<file path="config.mk">
export PLATFORM = sky130hd
export DESIGN_NAME = aes_inv_key_expander_flat
export DESIGN_NICKNAME = d
export VERILOG_FILES = /design/src/rtl/aes_inv_key_expander_if.sv /design/src/rtl/aes_inv_key_expander.sv /design/src/flat_wrapper.sv
export SDC_FILE = /design/constraint.sdc
export NUM_CORES = 2
export LEC_CHECK = 0
export BUFFER_PORTS_ARGS = -buffer_cell sky130_fd_sc_hd__clkbuf_2
export CAP_MARGIN = 20
export CORE_ASPECT_RATIO = 0.75
export CORE_MARGIN = 2
export CORE_UTILIZATION = 54
export CTS_BUF_LIST = sky130_fd_sc_hd__clkbuf_8 sky130_fd_sc_hd__clkbuf_16
export DETAILED_ROUTE_END_ITERATION = 6
export PLACE_DENSITY = 0.69
export SETUP_SLACK_MARGIN = 0.5
export SYNTH_ARGS = -nofsm -noshare
export SYNTH_HDL_FRONTEND = slang
export SYNTH_SLANG_ARGS = --single-unit
</file>
<file path="constraint.sdc">
create_clock -name clk -period 47.2 [get_ports clk]
set_clock_uncertainty 0.05 [all_clocks]
set_input_delay 2.36 -clock clk [delete_from_list [all_inputs] [get_ports clk]]
set_output_delay 2.36 -clock clk [all_outputs]
set_load 0.1 [all_outputs]
</file>
<file path="src/rtl/aes_inv_key_expander_if.sv">
// Handshake bundle for the AES-128 inverse key expander.
//   start      : request to begin an expansion (honoured only when idle)
//   last_key   : round-10 key, captured on an accepted start
//   key_ready  : consumer accepts round_key while key_valid is high
//   round_key  : current round key, w0 in [127:96] ... w3 in [31:0]
//   round_idx  : round number of round_key (10 down to 0)
//   key_valid  : round_key/round_idx valid, held until key_ready
//   busy       : expansion in progress
//   done       : one-cycle pulse after the round-0 handshake
// The master modport is the requesting/consuming side and the slave
// modport is the expander itself.
interface aes_inv_key_expander_if;
  logic         start;
  logic [127:0] last_key;
  logic         key_ready;
  logic [127:0] round_key;
  logic [3:0]   round_idx;
  logic         key_valid;
  logic         busy;
  logic         done;

  modport master (
    output start, last_key, key_ready,
    input  round_key, round_idx, key_valid, busy, done
  );

  modport slave (
    input  start, last_key, key_ready,
    output round_key, round_idx, key_valid, busy, done
  );
endinterface

</file>
<file path="src/rtl/aes_inv_key_expander.sv">
// Iterative AES-128 inverse key schedule. Loads the round-10 key and walks
// the expansion backwards, presenting round keys 10, 9, ..., 0 on a
// valid/ready handshake for the decryption datapath.
//
// Ports:
//   clk    : clock, all logic on the rising edge
//   reset  : synchronous, active-high
//   bus    : aes_inv_key_expander_if.slave (start/last_key/key_ready in,
//            round_key/round_idx/key_valid/busy/done out)
//
// Build option:
//   INVKEY_SBOX_REG_EN defined   -> SubWord result registered in sub_reg
//                                   (states IDLE/OUT/SUB/UPD, 3-cycle period)
//   INVKEY_SBOX_REG_EN undefined -> SubWord used combinationally in UPD
//                                   (states IDLE/OUT/UPD, 2-cycle period)
module aes_inv_key_expander (
  input  logic                         clk,
  input  logic                         reset,
  aes_inv_key_expander_if.slave        bus
);

`ifdef INVKEY_SBOX_REG_EN
  typedef enum logic [1:0] {IDLE, OUT, SUB, UPD} state_t;
`else
  typedef enum logic [1:0] {IDLE, OUT, UPD} state_t;
`endif

  state_t        state, next_state;
  logic [127:0]  key_reg;
  logic [3:0]    idx_reg;
  logic          done_reg;
  logic          load_c, upd_c, fin_c, valid_c;
  logic [31:0]   w0, w1, w2, w3;
  logic [31:0]   temp_c, sub_word_c, sub_use;

  // GF(2^8) multiply modulo x^8+x^4+x^3+x+1.
  function automatic logic [7:0] gf_mul(input logic [7:0] a, input logic [7:0] b);
    logic [7:0] p;
    logic [7:0] x;
    p = 8'h00;
    x = a;
    for (int i = 0; i < 8; i++) begin
      if (b[i]) p = p ^ x;
      x = {x[6:0], 1'b0} ^ (x[7] ? 8'h1b : 8'h00);
    end
    return p;
  endfunction

  // Forward S-box: multiplicative inverse (a^254, which maps 0 to 0)
  // followed by the affine transform.
  function automatic logic [7:0] sbox(input logic [7:0] a);
    logic [7:0] sq;
    logic [7:0] inv;
    sq  = a;
    inv = 8'h01;
    for (int k = 1; k < 8; k++) begin
      sq  = gf_mul(sq, sq);
      inv = gf_mul(inv, sq);
    end
    return inv ^ {inv[6:0], inv[7]} ^ {inv[5:0], inv[7:6]} ^
           {inv[4:0], inv[7:5]} ^ {inv[3:0], inv[7:4]} ^ 8'h63;
  endfunction

  function automatic logic [31:0] sub_word(input logic [31:0] x);
    return {sbox(x[31:24]), sbox(x[23:16]), sbox(x[15:8]), sbox(x[7:0])};
  endfunction

  // Round constant of the key being undone (index before decrement).
  function automatic logic [31:0] rcon(input logic [3:0] i);
    logic [7:0] rc;
    case (i)
      4'd1:    rc = 8'h01;
      4'd2:    rc = 8'h02;
      4'd3:    rc = 8'h04;
      4'd4:    rc = 8'h08;
      4'd5:    rc = 8'h10;
      4'd6:    rc = 8'h20;
      4'd7:    rc = 8'h40;
      4'd8:    rc = 8'h80;
      4'd9:    rc = 8'h1b;
      4'd10:   rc = 8'h36;
      default: rc = 8'h00;
    endcase
    return {rc, 24'h000000};
  endfunction

  assign {w0, w1, w2, w3} = key_reg;
  // Previous-round w3 is w3^w2; the previous w0 needs SubWord(RotWord) of it.
  assign temp_c     = w3 ^ w2;
  assign sub_word_c = sub_word({temp_c[23:0], temp_c[31:24]});

`ifdef INVKEY_SBOX_REG_EN
  logic        sub_en_c;
  logic [31:0] sub_reg;

  always_ff @(posedge clk) begin
    if (reset)         sub_reg <= '0;
    else if (sub_en_c) sub_reg <= sub_word_c;
  end

  assign sub_use = sub_reg;
`else
  assign sub_use = sub_word_c;
`endif

  // State register
  always_ff @(posedge clk) begin
    if (reset) state <= IDLE;
    else       state <= next_state;
  end

  // Next state and control strobes
  always_comb begin
    next_state = state;
    load_c     = 1'b0;
    upd_c      = 1'b0;
    fin_c      = 1'b0;
    valid_c    = 1'b0;
`ifdef INVKEY_SBOX_REG_EN
    sub_en_c   = 1'b0;
`endif
    case (state)
      IDLE: begin
        if (bus.start) begin
          load_c     = 1'b1;
          next_state = OUT;
        end
      end
      OUT: begin
        valid_c = 1'b1;
        if (bus.key_ready) begin
          if (idx_reg == 4'd0) begin
            fin_c      = 1'b1;
            next_state = IDLE;
          end else begin
`ifdef INVKEY_SBOX_REG_EN
            next_state = SUB;
`else
            next_state = UPD;
`endif
          end
        end
      end
`ifdef INVKEY_SBOX_REG_EN
      SUB: begin
        sub_en_c   = 1'b1;
        next_state = UPD;
      end
`endif
      UPD: begin
        upd_c      = 1'b1;
        next_state = OUT;
      end
      default: next_state = IDLE;
    endcase
  end

  // Key and round-index registers
  always_ff @(posedge clk) begin
    if (reset) begin
      key_reg <= '0;
      idx_reg <= '0;
    end else if (load_c) begin
      key_reg <= bus.last_key;
      idx_reg <= 4'd10;
    end else if (upd_c) begin
      key_reg <= {w0 ^ sub_use ^ rcon(idx_reg), w1 ^ w0, w2 ^ w1, w3 ^ w2};
      idx_reg <= (idx_reg != 4'd0) ? idx_reg - 4'd1 : idx_reg;
    end
  end

  // Completion pulse follows the round-0 handshake
  always_ff @(posedge clk) begin
    if (reset) done_reg <= 1'b0;
    else       done_reg <= fin_c;
  end

  assign bus.round_key = key_reg;
  assign bus.round_idx = idx_reg;
  assign bus.key_valid = valid_c;
  assign bus.busy      = (state != IDLE);
  assign bus.done      = done_reg;

endmodule
</file>
<file path="src/flat_wrapper.sv">
// flat-port wrapper written by rule: the top's interface ports become plain ports
module aes_inv_key_expander_flat 
  (clk, reset, bus_start, bus_last_key, bus_key_ready, bus_round_key, bus_round_idx, bus_key_valid, bus_busy, bus_done);
  aes_inv_key_expander_if bus_i ();
  input  logic clk;
  input  logic reset;
  input wire logic [$bits(bus_i.start)-1:0] bus_start;
  input wire logic [$bits(bus_i.last_key)-1:0] bus_last_key;
  input wire logic [$bits(bus_i.key_ready)-1:0] bus_key_ready;
  output wire logic [$bits(bus_i.round_key)-1:0] bus_round_key;
  output wire logic [$bits(bus_i.round_idx)-1:0] bus_round_idx;
  output wire logic [$bits(bus_i.key_valid)-1:0] bus_key_valid;
  output wire logic [$bits(bus_i.busy)-1:0] bus_busy;
  output wire logic [$bits(bus_i.done)-1:0] bus_done;
  assign bus_i.start = bus_start;
  assign bus_i.last_key = bus_last_key;
  assign bus_i.key_ready = bus_key_ready;
  assign bus_round_key = bus_i.round_key;
  assign bus_round_idx = bus_i.round_idx;
  assign bus_key_valid = bus_i.key_valid;
  assign bus_busy = bus_i.busy;
  assign bus_done = bus_i.done;
  aes_inv_key_expander u_core (.clk(clk), .reset(reset), .bus(bus_i));
endmodule
</file>
# Yosys cells after proc, flatten, opt, wreduce, memory -nomap -nowiden
# Memory sizes are Yosys's and may differ from the RTL's.
# Index checks and enable logic that the tools add are counted.
# totals
ff_bits,135
mem_bits_ro,128
in_bits,132
out_inout_bits,135
word_cells,1634
memories,1
# memory_table
memory,depth,width,rd,rd_clocked_by_memory_dff,write_ports,line_no,source
(name not given),16,8,1,0,0,aes_inv_key_expander.sv:71,case (i)
# classes
n_addsub,1
n_eq_ne,4
mux,829
n_bitwise,783
reduce_logical,11
# ops
cell,n
bitwise XOR 8 bit,744
2-to-1 mux 8 bit,423
2-to-1 mux 5 bit,368
2-to-1 mux 128 bit,2
bitwise XOR 32 bit,5
2-to-1 mux 4 bit,7
2-to-1 mux 7 bit,4
"NOT 1 bit, first input constant",28
2-to-1 mux 6 bit,4
NOT 4 bit,4
2-to-1 mux 2 bit,7
2-to-1 mux 3 bit,4
2-to-1 mux 1 bit,9
case mux 2 bit (3 select lines),1
AND reduction 2 bit,3
nonzero test 2 bit,3
logical NOT 4 bit,1
"!= test 2 bit, second input constant",2
nonzero test 4 bit,1
"subtractor 4 x 1 -> 4 bit, second input constant",1
OR reduction 3 bit,1
"equality test 2 x 1 -> 1 bit, second input constant",1
"equality test 2 bit, second input constant",1
logical NOT 2 bit,1
2 further kinds,3

# Logic depth before layout (Yosys ltp)
# depth
word_depth,137
mapped_depth,65
mapped_depth_nobuf,57

# Worst setup path before layout
# Ideal clock, no wire load.
# synth_timing
kind,register -> register
from,"register u_core.key_reg[39], in the netlist u_core.bus.round_key[39]"
to,"register u_core.key_reg[110], in the netlist u_core.bus.round_key[110]"
setup_time_ps,95
t_arrival_ps,15968
required_time_ps,47055
path_slack_ps,31087
stages_incl_launch_ff,63
n_path_buf,6
synth_period_minus_slack_ps,16113
path_cell_list,dfxtp_1 xnor2_2 buf_4 inv_2 buf_6 ha_1 buf_1 nand2_1 xnor2_2 inv_2 clkbuf_1 clkbuf_1 ha_1 inv_1 xnor3_1 o21ai_0 or3b_1 nand2_2 [27 not listed] inv_1 xnor3_1 nand2b_1 xor2_1 a21oi_1 nor4_1 a2111o_1 or3_1 a21oi_1 o21ai_0 a21oi_2 xnor3_1 xnor3_1 xor2_4 xnor3_1 xnor2_1 mux2i_1 a221oi_1
# synth_via
elab_chain_cells,134
word_cells_on_any_way,391
cone_classes,mux (201); bitwise (190)
# synth_lines
element,line_no,source
from (decl),aes_inv_key_expander.sv:29,logic [127:0] key_reg;
from (signal assigned),aes_inv_key_expander.sv:164,key_reg <= bus.last_key;
from (signal assigned),aes_inv_key_expander.sv:167,"key_reg <= {w0 ^ sub_use ^ rcon(idx_reg), w1 ^ w0, w2 ^ w1, w3 ^ w2};"
bitwise XOR 32 bit (*),aes_inv_key_expander.sv:89,assign temp_c = w3 ^ w2;
2-to-1 mux 5 bit,aes_inv_key_expander.sv:44,"x = {x[6:0], 1'b0} ^ (x[7] ? 8'h1b : 8'h00);"
bitwise XOR 8 bit,aes_inv_key_expander.sv:44,
bitwise XOR 8 bit,aes_inv_key_expander.sv:43,if (b[i]) p = p ^ x;
2-to-1 mux 8 bit,aes_inv_key_expander.sv:43,
bitwise XOR 8 bit,aes_inv_key_expander.sv:43,
2-to-1 mux 8 bit,aes_inv_key_expander.sv:43,
bitwise XOR 8 bit,aes_inv_key_expander.sv:43,
[115 not listed],--,
bitwise XOR 8 bit,aes_inv_key_expander.sv:43,
2-to-1 mux 8 bit (*),aes_inv_key_expander.sv:43,
bitwise XOR 8 bit (3 in series),aes_inv_key_expander.sv:60,"return inv ^ {inv[6:0], inv[7]} ^ {inv[5:0], inv[7:6]} ^"
bitwise XOR 8 bit (*),aes_inv_key_expander.sv:61,"{inv[4:0], inv[7:5]} ^ {inv[3:0], inv[7:4]} ^ 8'h63;"
NOT 4 bit (no line) (*),--,
bitwise XOR 32 bit (*) (2 in series),aes_inv_key_expander.sv:167,
2-to-1 mux 128 bit (*),aes_inv_key_expander.sv:166,end else if (upd_c) begin
2-to-1 mux 128 bit (*),aes_inv_key_expander.sv:163,end else if (load_c) begin
# Every way passes the cells marked *; elsewhere a longest branch is shown, timed or not. The select of a mux whose other input is x is not followed.
# A chain may end at the register's enable or synchronous reset.

# Worst setup path in the final report
# layout_timing
from,"register u_core.key_reg[7], in the netlist u_core.bus.round_key[7]"
to,"register u_core.key_reg[110], in the netlist u_core.bus.round_key[110]"
# The elaborated chain is that of the path after synthesis.

==> results.rst <==
.. list-table::
   :header-rows: 1

   * - Metric
     - Value
   * - Status
     - completed
   * - Clk Latency, worst-skew pair
     - 0.55 ns
   * - Overall global routing resource usage
     - 33.1%
   * - Final hold violation count
     - 0
   * - HPWL reported at the end of detailed placement
     - 155,000 um
   * - Detail Route Antenna Nets
     - 0
   * - Largest fanout on the critical path
     - 26
   * - Minimum clock period after layout
     - 19.14 ns
   * - Port Buf Inserts
     - 266
   * - Prevailing post-synth register cell
     - dfxtp_1
   * - Ratio of routed vias to standard cells
     - ~6.2
   * - Tcrit/Tclk final
     - 40.5%
   * - Resize count post-CTS
     - 0
   * - Number of standard cells after synthesis
     - ~8,000
   * - Maximum clock path buffer count
     - 2
   * - Final weighted congestion in routability-driven placement
     - 0.972
   * - Number of flip-flops under the largest register name
     - 128
   * - First-pass DRT Iterations
     - 6
   * - Ratio of cells with drive above 1 in the final layout
     - 13.1%
   * - Global route total overflow
     - 0
   * - Post-synth EDFFs
     - 0
   * - Post-Syn Area
     - around 64,000 um^2
   * - Number of buffers created by CTS
     - 17
   * - Critical Path Source Type
     - flop
   * - Summed negative setup slack over all endpoints
     - 0 ns
   * - Row count
     - 108
   * - Antenna violations before repair
     - 6
   * - Post-synthesis net count
     - 8,331
   * - Die area
     - between 100,000 and 150,000 um^2
   * - Pins Over Slew Limit
     - 0
   * - Die width
     - 400 um
   * - Max-capacitance violation count
     - 0
   * - Yosys warns
     - 0
   * - Share of synthesized registers carrying an async set or reset
     - 0%
   * - Residual DRC
     - 0
   * - Worst path most repeated cell
     - xnor3_1
   * - Critical-path top delay cell
     - xnor2_2
   * - Vias in the first global route
     - between 50,000 and 60,000
   * - Drt total wl
     - 206,000 um
   * - Utilization after layout
     - 57.4%
   * - Required @ worst endpoint
     - 47.52 ns
   * - Worst setup path category
     - flop to flop
   * - Number of setup violations in the final report
     - 0
   * - Critical Path End Type
     - flop
   * - Worst EP arrival
     - roughly 19 ns
   * - Total number of vias
     - 60,500
   * - Unique masters post-synth
     - around 150
   * - Transition time of the tightest slew-check pin
     - roughly 1.2 ns
   * - Number of design-rule violations left by the first detailed-router iteration
     - between 7,000 and 8,000
   * - Maximum single-stage delay on the critical path
     - 0.75 ns
   * - Buffer count from post-CTS setup fixing
     - 0
   * - Placed Instance Area
     - 66,100 um^2
   * - Level count of the clock H-tree
     - 4
   * - Mean area per synthesized cell
     - slightly below 8 um^2
   * - Count of boundary I/O pins
     - 267
   * - Fmax
     - 52.3 MHz
   * - Remaining max-slew budget at the tightest pin
     - 22.4%
   * - Clock tree from TritonCTS
     - built
   * - Number of buffers and inverters on the critical path
     - 5
   * - Fraction of the yosys area taken by sequential cells
     - 4.25%
   * - Hold/Removal Path Class
     - flop to flop
   * - Number of nets in the finished design
     - 8,347
   * - Global-route wire length before repair
     - ~320,000 um
   * - Post-Place Cells
     - 9,707
   * - Count of state elements after synthesis
     - 135
   * - Vertical die dimension
     - 301 um
   * - Clock net sink count
     - around 140
   * - CTS root buffer
     - clkbuf_16
   * - Clock slew at reported path FFs
     - roughly 0.070 ns
   * - Routed length per instance
     - 21.1 um
   * - Area of the core
     - 116,000 um^2
   * - Starting utilization of the core area
     - 54.7%
   * - RSZ-0062 raised after global routing
     - false
   * - Kind of cell with the highest combined delay on the critical path
     - XOR/XNOR gates
   * - Pin count of the biggest net entering global routing
     - approximately 70
   * - Layout Area Growth over Synthesis
     - 5.10%
   * - Number of non-filler instances in the completed layout
     - 9,745
   * - Final cell area excluding filler cells
     - around 67,000 um^2
   * - Count of hold buffers inserted by post-cts repair
     - 0
layer usage:
| metal | up-vias | global-route usage [%] | part of all wire (%) |
|---|---|---|---|
| met5 | - | 0 | 0.013 |
| met4 | 4 | 6.71 | 1.6 |
| met3 | 207 | 8.20 | 12 |
| met2 | 3118 | 45.4 | 40 |
| met1 | 28800 | 51.4 | 46 |
| li1 | 28400 | - | - |
kinds of logic (layout without fill, tap and decap cells):
kind of cell	after synthesis	in the layout	synth area share [%]
flip-flops	135	135	4.25
adder cells (fa/ha/maj)	28	28	0.536
AO/OA/AOI/OAI	1691	1691	17.7
multiplexers	256	256	4.19
AND/OR/NAND/NOR	2942	2942	20.5
other	0	1	0
XOR/XNOR	2518	2518	47.8
buffers and inverters	605	634	5.03
stage by stage:
stage          hold WS (ns)  setup WS [ns]
2_1_floorplan         0.470          31.09
3_3_place_gp          0.466          28.72
3_5_place_dp          0.482          28.37
4_1_cts               0.492          28.30
5_1_grt               0.521          26.84
6_report              0.515          28.06
layout make-up:
type	instances	area, um^2
Multi-Input combinational cell	7435	58000
Timing Repair Buffer	515	3210
Tap cell	1540	1930
Antenna cell	1	2.50
Inverter	87	327
Clock buffer	17	425
Fill cell	10800	49500
Sequential cell	135	2700
Clock inverter	15	196
cells in the mapped netlist (36+ instances only):
cell type | n | area [um^2]
mux2i_1 | 204 | 2040
nand2_1 | 794 | 2980
a221oi_1 | 63 | 552
xnor2_1 | 1455 | 12700
xor2_1 | 424 | 3710
o22ai_1 | 87 | 544
or3_1 | 45 | 282
nor2b_1 | 53 | 332
o21ai_0 | 346 | 1730
a21o_1 | 36 | 270
a21oi_1 | 427 | 2140
xnor2_2 | 110 | 1790
nor2_1 | 1290 | 4840
nor3b_1 | 42 | 315
a211oi_1 | 128 | 961
buf_2 | 69 | 345
mux2_2 | 42 | 473
nand3_1 | 185 | 926
and2_1 | 41 | 257
a31oi_1 | 63 | 394
a22oi_1 | 54 | 405
dfxtp_1 | 135 | 2700
nand2b_1 | 58 | 363
o21ai_1 | 42 | 210
o211ai_1 | 65 | 488
inv_1 | 63 | 236
clkbuf_8 | 44 | 606
clkbuf_1 | 308 | 1160
nor3_1 | 217 | 1090
xnor3_1 | 319 | 7180
xnor3_2 | 42 | 998
xor2_2 | 42 | 683
xor3_1 | 40 | 951
worst register-to-register path, delay by kind of cell (launching register included):
kind / cells / cell delay, ns
adder cells (fa/ha/maj): 3 / 1.29
AND/OR/NAND/NOR: 9 / 3.08
buffers and inverters: 5 / 1.03
multiplexers: 3 / 0.71
XOR/XNOR: 23 / 8.85
flip-flops: 1 / 0.37
AO/OA/AOI/OAI: 14 / 3.62
cell usage in the layout, fill, tap and decap left out, types with 65 or more instances in the layout:
cell      instances
a21oi_1         427
dfxtp_1         135
xnor2_1        1424
nand3_1         185
o22ai_1          87
xor2_1          413
xnor3_1         319
xnor2_2         141
nor3_1          217
a211oi_1        128
nor2_1         1289
clkbuf_2        265
nand2_1         792
buf_4           248
o21ai_0         346
mux2i_1         204
o211ai_1         65
worst paths after layout:
path | from | endpoint | slack [ns] | depth (start not counted)
hold / removal | u_core.bus.round_key[104] | u_core.bus.round_key[104] | 0.52 | 2
setup reg to reg | u_core.bus.round_key[7] | u_core.bus.round_key[110] | 28.06 | 57
setup / recovery | u_core.bus.round_key[7] | u_core.bus.round_key[110] | 28.06 | 57
hold reg to reg | u_core.bus.round_key[104] | u_core.bus.round_key[104] | 0.52 | 2
Power is left out: the tool's default activity adds up to more than one toggle a clock period on the data nets, which glitch-free logic cannot reach.
